<file path="config.mk">
export PLATFORM = sky130hd
export DESIGN_NAME = mem_port_arbiter
export DESIGN_NICKNAME = d
export VERILOG_FILES = /design/src/rtl/mem_port_arbiter.sv
export SDC_FILE = /design/constraint.sdc
export NUM_CORES = 1
export LEC_CHECK = 0
export ABC_CLOCK_PERIOD_IN_PS = 2100
export BUFFER_PORTS_ARGS = -buffer_cell sky130_fd_sc_hd__buf_2
export CAP_MARGIN = 20
export CORE_ASPECT_RATIO = 0.7
export CORE_MARGIN = 2
export CORE_UTILIZATION = 30
export CTS_BUF_LIST = sky130_fd_sc_hd__clkbuf_8
export DETAILED_ROUTE_END_ITERATION = 10
export PLACE_DENSITY_LB_ADDON = 0.12
export SLEW_MARGIN = 20
export SYNTH_ARGS = -nofsm -noshare
export SYNTH_HDL_FRONTEND = slang
export SYNTH_SLANG_ARGS = --single-unit
</file>
<file path="constraint.sdc">
create_clock -name clk -period 2.1 [get_ports clk]
set_input_delay 0.105 -clock clk [delete_from_list [all_inputs] [get_ports clk]]
set_output_delay 0.105 -clock clk [all_outputs]
set_load 0.01 [all_outputs]
</file>
<file path="src/rtl/mem_port_arbiter.sv">
// Two-port (fetch / data) arbiter onto a single request/acknowledge memory port with timeout.
// Optional build macro MEM_ARB_RR_EN: round-robin on simultaneous requests instead of fixed dm priority.
module mem_port_arbiter #(
    parameter int ADDR_W  = 9,
    parameter int DATA_W  = 32,
    parameter int TIMEOUT = 16
) (
    input  logic              clk,
    input  logic              reset,
    input  logic              if_req,
    input  logic [ADDR_W-1:0] if_addr,
    output logic [DATA_W-1:0] if_rdata,
    output logic              if_valid,
    input  logic              dm_req,
    input  logic              dm_we,
    input  logic [ADDR_W-1:0] dm_addr,
    input  logic [DATA_W-1:0] dm_wdata,
    output logic [DATA_W-1:0] dm_rdata,
    output logic              dm_valid,
    output logic              bus_err,
    output logic              mem_req,
    output logic              mem_we,
    output logic [ADDR_W-1:0] mem_addr,
    output logic [DATA_W-1:0] mem_wdata,
    input  logic [DATA_W-1:0] mem_rdata,
    input  logic              mem_ack
);

    localparam int  CNT_W  = (TIMEOUT > 32'sd0) ? $clog2(TIMEOUT + 32'sd1) : 32'sd1;
    localparam bit  TMO_EN = (TIMEOUT > 32'sd0);

    typedef enum logic [1:0] {
        IDLE    = 2'd0,
        BUSY_IF = 2'd1,
        BUSY_DM = 2'd2,
        RESP    = 2'd3
    } state_t;

    state_t           state_r;
    logic [CNT_W-1:0] tmo_cnt_r;
    logic [CNT_W-1:0] tmo_nxt_s;
    logic             tmo_hit_s;
    logic             grant_dm_s;
`ifdef MEM_ARB_RR_EN
    logic             last_dm_r;
`endif

    // Grant selection for the IDLE state
    always_comb begin
        grant_dm_s = 1'b0;
`ifdef MEM_ARB_RR_EN
        if (if_req && dm_req) begin
            grant_dm_s = ~last_dm_r;
        end else if (dm_req) begin
            grant_dm_s = 1'b1;
        end else begin
            grant_dm_s = 1'b0;
        end
`else
        if (dm_req) begin
            grant_dm_s = 1'b1;
        end else begin
            grant_dm_s = 1'b0;
        end
`endif
    end

    // Timeout detection: this BUSY cycle without ack would be the TIMEOUT-th one
    always_comb begin
        tmo_nxt_s = tmo_cnt_r + {{(CNT_W-1){1'b0}}, 1'b1};
        tmo_hit_s = 1'b0;
        if (TMO_EN && (tmo_nxt_s == CNT_W'(TIMEOUT))) begin
            tmo_hit_s = 1'b1;
        end else begin
            tmo_hit_s = 1'b0;
        end
    end

    // Main FSM with registered memory-side and requester-side outputs
    always_ff @(posedge clk) begin
        if (reset) begin
            state_r   <= IDLE;
            tmo_cnt_r <= '0;
            mem_req   <= 1'b0;
            mem_we    <= 1'b0;
            mem_addr  <= '0;
            mem_wdata <= '0;
            if_rdata  <= '0;
            dm_rdata  <= '0;
            if_valid  <= 1'b0;
            dm_valid  <= 1'b0;
            bus_err   <= 1'b0;
`ifdef MEM_ARB_RR_EN
            last_dm_r <= 1'b0;
`endif
        end else begin
            case (state_r)
                IDLE: begin
                    if (if_req || dm_req) begin
                        tmo_cnt_r <= '0;
                        mem_req   <= 1'b1;
`ifdef MEM_ARB_RR_EN
                        last_dm_r <= grant_dm_s;
`endif
                        if (grant_dm_s) begin
                            state_r   <= BUSY_DM;
                            mem_we    <= dm_we;
                            mem_addr  <= dm_addr;
                            mem_wdata <= dm_wdata;
                        end else begin
                            state_r   <= BUSY_IF;
                            mem_we    <= 1'b0;
                            mem_addr  <= if_addr;
                            mem_wdata <= '0;
                        end
                    end else begin
                        state_r <= IDLE;
                    end
                end
                BUSY_IF, BUSY_DM: begin
                    // An ack arriving on the timeout cycle still completes normally
                    if (mem_ack || tmo_hit_s) begin
                        state_r <= RESP;
                        mem_req <= 1'b0;
                        mem_we  <= 1'b0;
                        bus_err <= ~mem_ack;
                        if (state_r == BUSY_IF) begin
                            if_valid <= 1'b1;
                            if_rdata <= mem_ack ? mem_rdata : '0;
                        end else begin
                            dm_valid <= 1'b1;
                            if (!mem_ack) begin
                                dm_rdata <= '0;
                            end else if (!mem_we) begin
                                dm_rdata <= mem_rdata;
                            end else begin
                                dm_rdata <= dm_rdata;
                            end
                        end
                    end else begin
                        tmo_cnt_r <= tmo_nxt_s;
                    end
                end
                RESP: begin
                    state_r  <= IDLE;
                    if_valid <= 1'b0;
                    dm_valid <= 1'b0;
                    bus_err  <= 1'b0;
                end
                default: begin
                    state_r  <= IDLE;
                    mem_req  <= 1'b0;
                    mem_we   <= 1'b0;
                    if_valid <= 1'b0;
                    dm_valid <= 1'b0;
                    bus_err  <= 1'b0;
                end
            endcase
        end
    end

endmodule

</file>
## After elaboration in Yosys (flattened, before gate mapping)

Index checks and enable logic that the tools add are counted.
Widths: inputs -> output; s select.

- Bits in registers: 117
- Input bits: 88
- Output and inout port bits: 110
- Logic and storage cells: 66

- Add/subtract/negate cells: 1
- Equality and inequality tests: 10
- Muxes and demuxes: 28
- Bitwise operators: 2
- Reduce and logical (&&, ||, !) cells: 14

Operators with widths:

| kind | number |
|---|---|
| $mux 32 | 4 |
| $reduce_and 3->1 | 5 |
| $ne 2x2->1 const B | 6 |
| $mux 1 | 11 |
| $mux 5 | 2 |
| $pmux 1 s2 | 5 |
| $pmux 5 s2 | 1 |
| $mux 9 | 1 |
| $mux 2 | 3 |
| $pmux 2 s3 | 1 |
| $add 5x1->5 const B | 1 |
| $eq 5x5->1 const B | 1 |
| $eq 2x2->1 const B | 2 |
| $reduce_and 2->1 | 2 |
| $reduce_and 4->1 | 1 |
| $reduce_bool 2->1 | 2 |
| $eq 2x1->1 const B | 1 |
| $logic_not 2->1 | 1 |
| $logic_or 1x1->1 | 2 |
| $not 1->1 | 2 |
| $reduce_or 2->1 | 1 |

## Longest topological paths before layout

Gate-level depths: netlist of the first run.

- Word-level depth: 6
- Depth in mapped cells: 8
- Mapped depth without buffers: 6

## Worst setup path before layout of the first run

No wires, ideal clock.

- Path kind: register to register
- From: register state_r[0]
- To: register dm_rdata[0]
- Setup time: 72 ps
- Arrival time: 1782 ps
- Data required time: 2028 ps
- Path slack: 246 ps
- Cell stages (with the launch flop): 9
- Path buffers: 2
- Clock period less this slack: 1854 ps
- Cell sequence: dfxtp_1 > inv_1 > ha_1 > clkbuf_1 > nand2b_1 > nor3_1 > a21oi_1 > buf_4 > mux2i_1

- Longest elaborated chain between the ends: 3
- Elaborated cells on any way between the ends: 5
- Classes of those cells: eq/ne (2); bitwise (1); reduce/logical (2)

Ends and longest elaborated chain:

| what | RTL line | RTL |
|---|---|---|
| start: declaration | 39 | `state_t state_r;` |
| start signal: assignment | 82 | `state_r <= IDLE;` |
| start signal: assignment | 106 | `state_r <= BUSY_DM;` |
| start signal: assignment | 111 | `state_r <= BUSY_IF;` |
| $eq 2x1->1 / $eq 2x2->1 (equally long branches) | 97, 127 |  |
| $reduce_or 2->1 / $not 1->1 (equally long branches) | n/a |  |
| $reduce_and 4->1 (no line) (*) | n/a |  |
| end signal: assignment | 135 | `dm_rdata <= mem_rdata;` |
| end signal: assignment | 137 | `dm_rdata <= dm_rdata;` |
| end: declaration | 18 | `output logic [DATA_W-1:0] dm_rdata,` |

Every way passes the cells marked *; elsewhere a longest branch is shown, timed or not.
A chain may end at the register's enable or synchronous reset.

## Worst setup path after layout of the first run

- From: register state_r[0]
- To: register tmo_cnt_r[4]

- Longest elaborated chain between the ends: 4
- Elaborated cells on any way between the ends: 9
- Classes of those cells: eq/ne (4); mux (1); reduce/logical (4)

Ends and longest elaborated chain:

| what | RTL line | RTL |
|---|---|---|
| $eq 2x1->1 / $eq 2x2->1 (equally long branches) | 97 | `case (state_r)` |
| $reduce_or 2->1 | 97 |  |
| $ne 2x2->1 (no line) / $reduce_bool 2->1 (equally long branches) | n/a |  |
| $reduce_and 3->1 (no line) | n/a |  |
| end signal: assignment | 141 | `tmo_cnt_r <= tmo_nxt_s;` |
| end: declaration | 40 | `logic [CNT_W-1:0] tmo_cnt_r;` |

Parallel ways exist; a longest one is shown, timed or not.

==> results of run 1 <==
## placed cells by master, fill, tap and decap left out, types with 2 or more instances in the layout
cell type / n
nor2b_1: 5
a22oi_1: 32
clkinvlp_4: 6
nand3_1: 34
nand2b_1: 6
buf_2: 197
o211ai_1: 6
dfxtp_1: 117
a211oi_1: 9
o21ai_0: 2
buf_12: 2
and2_1: 2
a21oi_1: 5
o32ai_1: 2
ha_1: 4
dlygate4sd3_1: 64
buf_4: 9
mux2i_1: 76
nand2_1: 72
clkbuf_8: 19
inv_1: 9
a31oi_1: 3
nor2_1: 45
o41ai_1: 2
bufinv_16: 3
## worst reg2reg max path: stages, from the launching register on
cell and delay [ps]:
dfxtp_1 380, inv_1 60, ha_1 440, nor2b_1 250, o21ai_1 80, a21oi_1 360
o211ai_1 180
## kinds of logic after synthesis
kind of cell / after synthesis
AO/OA/AOI/OAI: 72
XOR/XNOR: 1
adder cells (fa/ha/maj): 4
buffers and inverters: 48
flip-flops: 117
multiplexers: 78
AND/OR/NAND/NOR: 172
## sequential cells by signal, summed over array words and instances (netlist names)
| signal | count |
|---|---|
| bus_err | 1 |
| mem_we | 1 |
| mem_addr | 9 |
| if_rdata | 32 |
| mem_req | 1 |
| tmo_cnt_r | 5 |
| if_valid | 1 |
| mem_wdata | 32 |
| dm_valid | 1 |
| state_r | 2 |
| dm_rdata | 32 |
## per-stage QoR
step           cell area (um2)   util
2_1_floorplan             4680      -
3_3_place_gp              5850  0.381
3_5_place_dp              5850  0.381
4_1_cts                   6910  0.450
5_1_grt                   6920  0.450
6_report                  6920  0.450
## power groups by stage
stage	sequential, mW	clock [mW]	combinational, mW
2_1_floorplan	2.62	0	0.684
3_3_place_gp	2.54	0	1.19
3_5_place_dp	2.54	0	1.21
4_1_cts	2.50	2.24	1.31
5_1_grt	2.52	2.34	1.43
6_report	2.50	2.18	1.30
## how the worst max path moves through the flow
stage | slack [ps] | startpoint | cells after the start | to
CTS | 150 | state_r[1]$_SDFFE_PP0P_ | 7 | dm_rdata[18]$_SDFFE_PP0P_
global placement | 250 | state_r[0]$_SDFFE_PP0P_ | 7 | dm_rdata[3]$_SDFFE_PP0P_
global route | 40 | state_r[0]$_SDFFE_PP0P_ | 6 | tmo_cnt_r[2]$_SDFFE_PP0P_
detailed placement | 170 | state_r[0]$_SDFFE_PP0P_ | 7 | dm_rdata[17]$_SDFFE_PP0P_
finish | 220 | state_r[0]$_SDFFE_PP0P_ | 6 | tmo_cnt_r[4]$_SDFFE_PP0P_
floorplan | 250 | state_r[0]$_SDFFE_PP0P_ | 8 | dm_rdata[0]$_SDFFE_PP0P_
## layout make-up
| class | count | share of cell area |
|---|---|---|
| clock inverters | 13 | 0.0226 |
| clock buffers | 19 | 0.0378 |
| repair buffers | 272 | 0.251 |
| well taps | 200 | 0.0362 |
| inverters | 8 | 0.00434 |
| multi-input cells | 327 | 0.310 |
| flip-flops and latches | 117 | 0.339 |
## per-layer routing
metal / vias to the layer above / part of all wire / track usage
met2: 117 / 0.45 / 0.258
met3: 22 / 0.047 / 0.0445
met1: 2080 / 0.48 / 0.212
met4: 0 / 0.021 / 0.0668
li1: 2220 / - / -
met5: - / 0 / 0
## timing repair
item                                    CTS  global route
hold buffers                             64             0
endpoints found under the setup margin    0            17
setup buffers                             0             0
gates resized for setup                   0             2
endpoints found under the hold margin    95             0
==> metrics, run 1 <==
Post-Synthesis Cell Area=4680 um2; WS Path Type=register to register; worst-path fanout max=9; DRC=0; count leader, synth=dfxtp_1; WHS Endpoint=mem_addr[4]$_SDFFE_PP0P_; synth unique cells=40; largest family of logic cells by synthesized area=multiplexers; Layout fillers=1478; # rows=38; ys flop type=dfxtp_1; RSZ-0062 raised after global routing=no; CORE AREA=15400 um2; Static Leak=3.48 nW; DR iter-0 viols=203; maximum VDD drop=450 uV; vias per inst=4.64; Antenna Nets Post-Route=0; Critical Path End Type=register; worst hold path cell count=3; path depth of the worst reg2reg path=6; # diodes=0; sw frac=0.296; Final period util=0.893; ys async rst share=0; clk_lat worst skew=440 ps; initial core utilization=0.305; drt first pass iters=4; total chip power=5.98 mW; Reg area=2340 um2; Num CTS Buffers=17; gpl congestion=0.759; initial antenna violation count=0; vias in the first global route=4384; Synth area leader=dfxtp_1; hold path startpoint=if_addr[4]; Cells after DPL=860; post-synthesis area per instance=9.51 um2; Gate power share=0.218; first-pass GRT wire length=21.7 mm; full die area=16600 um2; multi-input logic area=2140 um2; Sequential Power Share=0.418; Worst Setup Start Kind=register; top cell type's share of synthesized area=0.501; kind of cell adding the most delay to the critical path=compound AO/OA/AOI/OAI gates; WP data required=2390 ps; Fmax=0.533 GHz; slack of the critical path=224 ps; status=complete, no violations; drt total wl=13.4 mm; max cap viols=0; grt total ovfl=0; Post-Synth XOR/XNOR Area=0.00187; Compound-Gate Fraction of Synth Area=0.112; worst path cell trace=inv_1 > ha_1 > nor2b_1 > o21ai_1 > a21oi_1 > o211ai_1; total number of vias=4439; Placement Setup Slack=170 ps; Clk Tree Root Cell=clkbuf_8; critical path data arrival time=2160 ps; DIE WIDTH=153 um; Final setup violation count=0; Max stage delay on crit path=440 ps; multiplexer share of the synthesized area=0.168; NumNets Final=835; Switching Power=1.77 mW; Die Span Y=108 um; register area share after synthesis=0.501; hold_ws=18.2 ps; Final Hold Fails=0; P per Cell Area=864 nW/um2; CTS H-tree lvls=4; CTS tree=built; cell-internal power=4.20 mW; Yosys Warn Count=0; max-slew violations=0; Port Buf Inserts=197; internal reg-to-reg setup slack=220 ps; EDFF count, synth=0; DPL Wire Length=8.91 mm; Worst R2R End=tmo_cnt_r[4]$_SDFFE_PP0P_; largest net degree at the start of global routing=55; clock power share=0.364; slowest CP cell=ha_1; Reg clk slew, reported paths=70 ps; wire length per cell=14.0 um; Post-Syn Nets=584; area grow syn2layout=47.8%; IO Pins=198; Simple-Gate Fraction of Synth Area=0.159; Buf/Inv on CP=1; layout cell share with drive strength beyond 1=0.325; post-synthesis adder-cell area fraction=0.0107; Worst-Margin Slew=497 ps; clk sinks=117; reg2reg start=state_r[0]$_SDFFE_PP0P_; Final min period=1880 ps; Max clock buf depth=2; top cells by area, synth=dfxtp_1 (50%), mux2i_1 (16%), nand2_1 (5.8%), a22oi_1 (5.1%), nand3_1 (3.6%); clock skew=15.7 ps; setup TNS=0 ps; flops & latches, synth=117; Worst Hold Class=primary input to register; Max-slew headroom=0.659; Post-synth top cells=dfxtp_1 (117), mux2i_1 (76), nand2_1 (72), nor2_1 (45), nand3_1 (34); total track usage=0.163; non-filler cells, final=956; Post-Synthesis Cells=492
(Power assumes the default switching activity.)
==> run 2, diff against run 1 <==
--- a/config.mk
+++ b/config.mk
@@ -11,7 +11,8 @@
 export CORE_ASPECT_RATIO = 0.7
 export CORE_MARGIN = 2
 export CORE_UTILIZATION = 30
-export CTS_BUF_LIST = sky130_fd_sc_hd__clkbuf_8
+export CTS_BUF_LIST = sky130_fd_sc_hd__clkbuf_8 sky130_fd_sc_hd__clkbuf_16
+export CTS_CLUSTER_DIAMETER = 200
 export DETAILED_ROUTE_END_ITERATION = 10
 export PLACE_DENSITY_LB_ADDON = 0.12
 export SLEW_MARGIN = 20
==> run 2 against run 1 <==
Effect of this change:
- worst setup slack worse by 3.1 ps
- critical path depth rose by 1
- combinational power hardly changed
- maximum frequency is 0.17% lower
- core utilization grew 0.66 points
- die area is the same
- clock power increased by 36%
- sequential share of layout area decreased by 0.49 points
- critical path type unchanged
==> metrics, run 2 (synthesis gave the netlist of run 1 again) <==
vias in the first global route=4367; critical path data arrival time=2160 ps; vias per inst=4.64; Reg clk slew, reported paths=60 ps; non-filler cells, final=947; cell area after layout=7020 um2; Port Buf Inserts=197; layout cell share with drive strength beyond 1=0.329; max cap viols=0; max-slew violations=0; WS Path Type=register to register; DRC=0; NumNets Final=826; RSZ-0062 raised after global routing=no; largest net degree at the start of global routing=55; CORE AREA=15400 um2; Worst Setup Start Kind=register; Clk Tree Root Cell=clkbuf_16; initial core utilization=0.305; clk sinks=117; IO Pins=198; DPL Wire Length=8.91 mm; Layout fillers=1465; clock skew=11.0 ps; Worst-Margin Slew=502 ps; leading cell type in the layout, fill and taps excluded=buf_2; worst-path fanout max=32; total track usage=0.164; maximum VDD drop=520 uV; drt total wl=13.3 mm; drt first pass iters=4; clk_lat worst skew=410 ps; DR iter-0 viols=202; Final Hold Fails=0; Die Span Y=108 um; hold_ws=19.7 ps; Worst Hold Class=primary input to register; DIE WIDTH=153 um; Largest regs=dm_rdata x32, if_rdata x32, mem_wdata x32; first-pass GRT wire length=21.7 mm; # Post-CTS Setup Buffers=0; wire length per cell=14.1 um; gpl congestion=0.759; Antenna Nets Post-Route=0; multi-input logic area=2140 um2; total number of vias=4397; Cells after DPL=860; Final period util=0.895; Num CTS Buffers=17; Reg area=2340 um2; DP Area=5850 um2; setup TNS=0 ps; CTS tree=built; commonest non-fill, non-tap cells in the layout=buf_2 (197), dfxtp_1 (117), mux2i_1 (76); # diodes=0; Max-slew headroom=0.656; initial antenna violation count=0; full die area=16600 um2; Final min period=1880 ps; CTS H-tree lvls=4; P per Cell Area=964 nW/um2; status=complete, no violations; WP data required=2380 ps; Final setup violation count=0; # rows=38; Critical Path End Type=register; final core utilization=0.457; Fmax=0.532 GHz; area grow syn2layout=50.0%; Max clock buf depth=2; grt total ovfl=0; Static Leak=3.53 nW
run 2: changes by cell type in the layout (fill, tap and decap cells not counted), sizes merged:
cell         delta
dlygate4sd3     -9
run 2: worst paths after layout:
path / slack [ps] / from / cells past startpoint / endpoint
min reg2reg: 460 / if_rdata[9]$_SDFFE_PP0P_ / 2 / if_rdata[9]$_SDFFE_PP0P_
min: 20 / mem_rdata[21] / 3 / dm_rdata[21]$_SDFFE_PP0P_
max reg2reg: 220 / state_r[0]$_SDFFE_PP0P_ / 7 / dm_rdata[30]$_SDFFE_PP0P_
max: 220 / state_r[0]$_SDFFE_PP0P_ / 7 / dm_rdata[30]$_SDFFE_PP0P_
run 2: report_power, final:
part / internal, mW / switching [mW]
Clock: 1.92 / 1.05
Sequential: 2.41 / 0.0954
Combinational: 0.564 / 0.729
run 2: per-stage QoR:
stage | power (mW) | setup slack [ps]
after floorplan | 3.31 | 246
after detailed placement | 3.76 | 170
after global routing | 7.09 | 32.1
after global placement | 3.73 | 247
final | 6.77 | 221
after CTS | 6.84 | 151
run 2: final cells by class:
cell class,count,area share
Tap cell,200,0.0357
Clock buffer,19,0.0645
Timing Repair Buffer,263,0.234
Sequential cell,117,0.334
Inverter,8,0.00428
Multi-Input combinational cell,327,0.305
Clock inverter,13,0.0223
run 2: what timing repair did:
item / CTS / global route
setup endpoints to repair: 0 / 23
hold buffers: 55 / 0
gates resized for setup: 0 / 2
endpoints found under the hold margin: 74 / 0
run 2: critical path, stage by stage (launching register included):
cell and delay [ps]:
dfxtp_1 370, inv_1 60, ha_1 450, nand2b_1 150
nor3_2 250, a21oi_4 90, buf_12 210, mux2i_1 160
run 2: layer usage:
layer	vias to the layer above	GRT usage	wire length, um	part of all wire
li1	2201	-	-	-
met1	2054	0.212	6350	0.48
met2	123	0.255	6050	0.45
met3	19	0.0521	707	0.053
met4	0	0.0661	238	0.018
met5	-	0	0	0
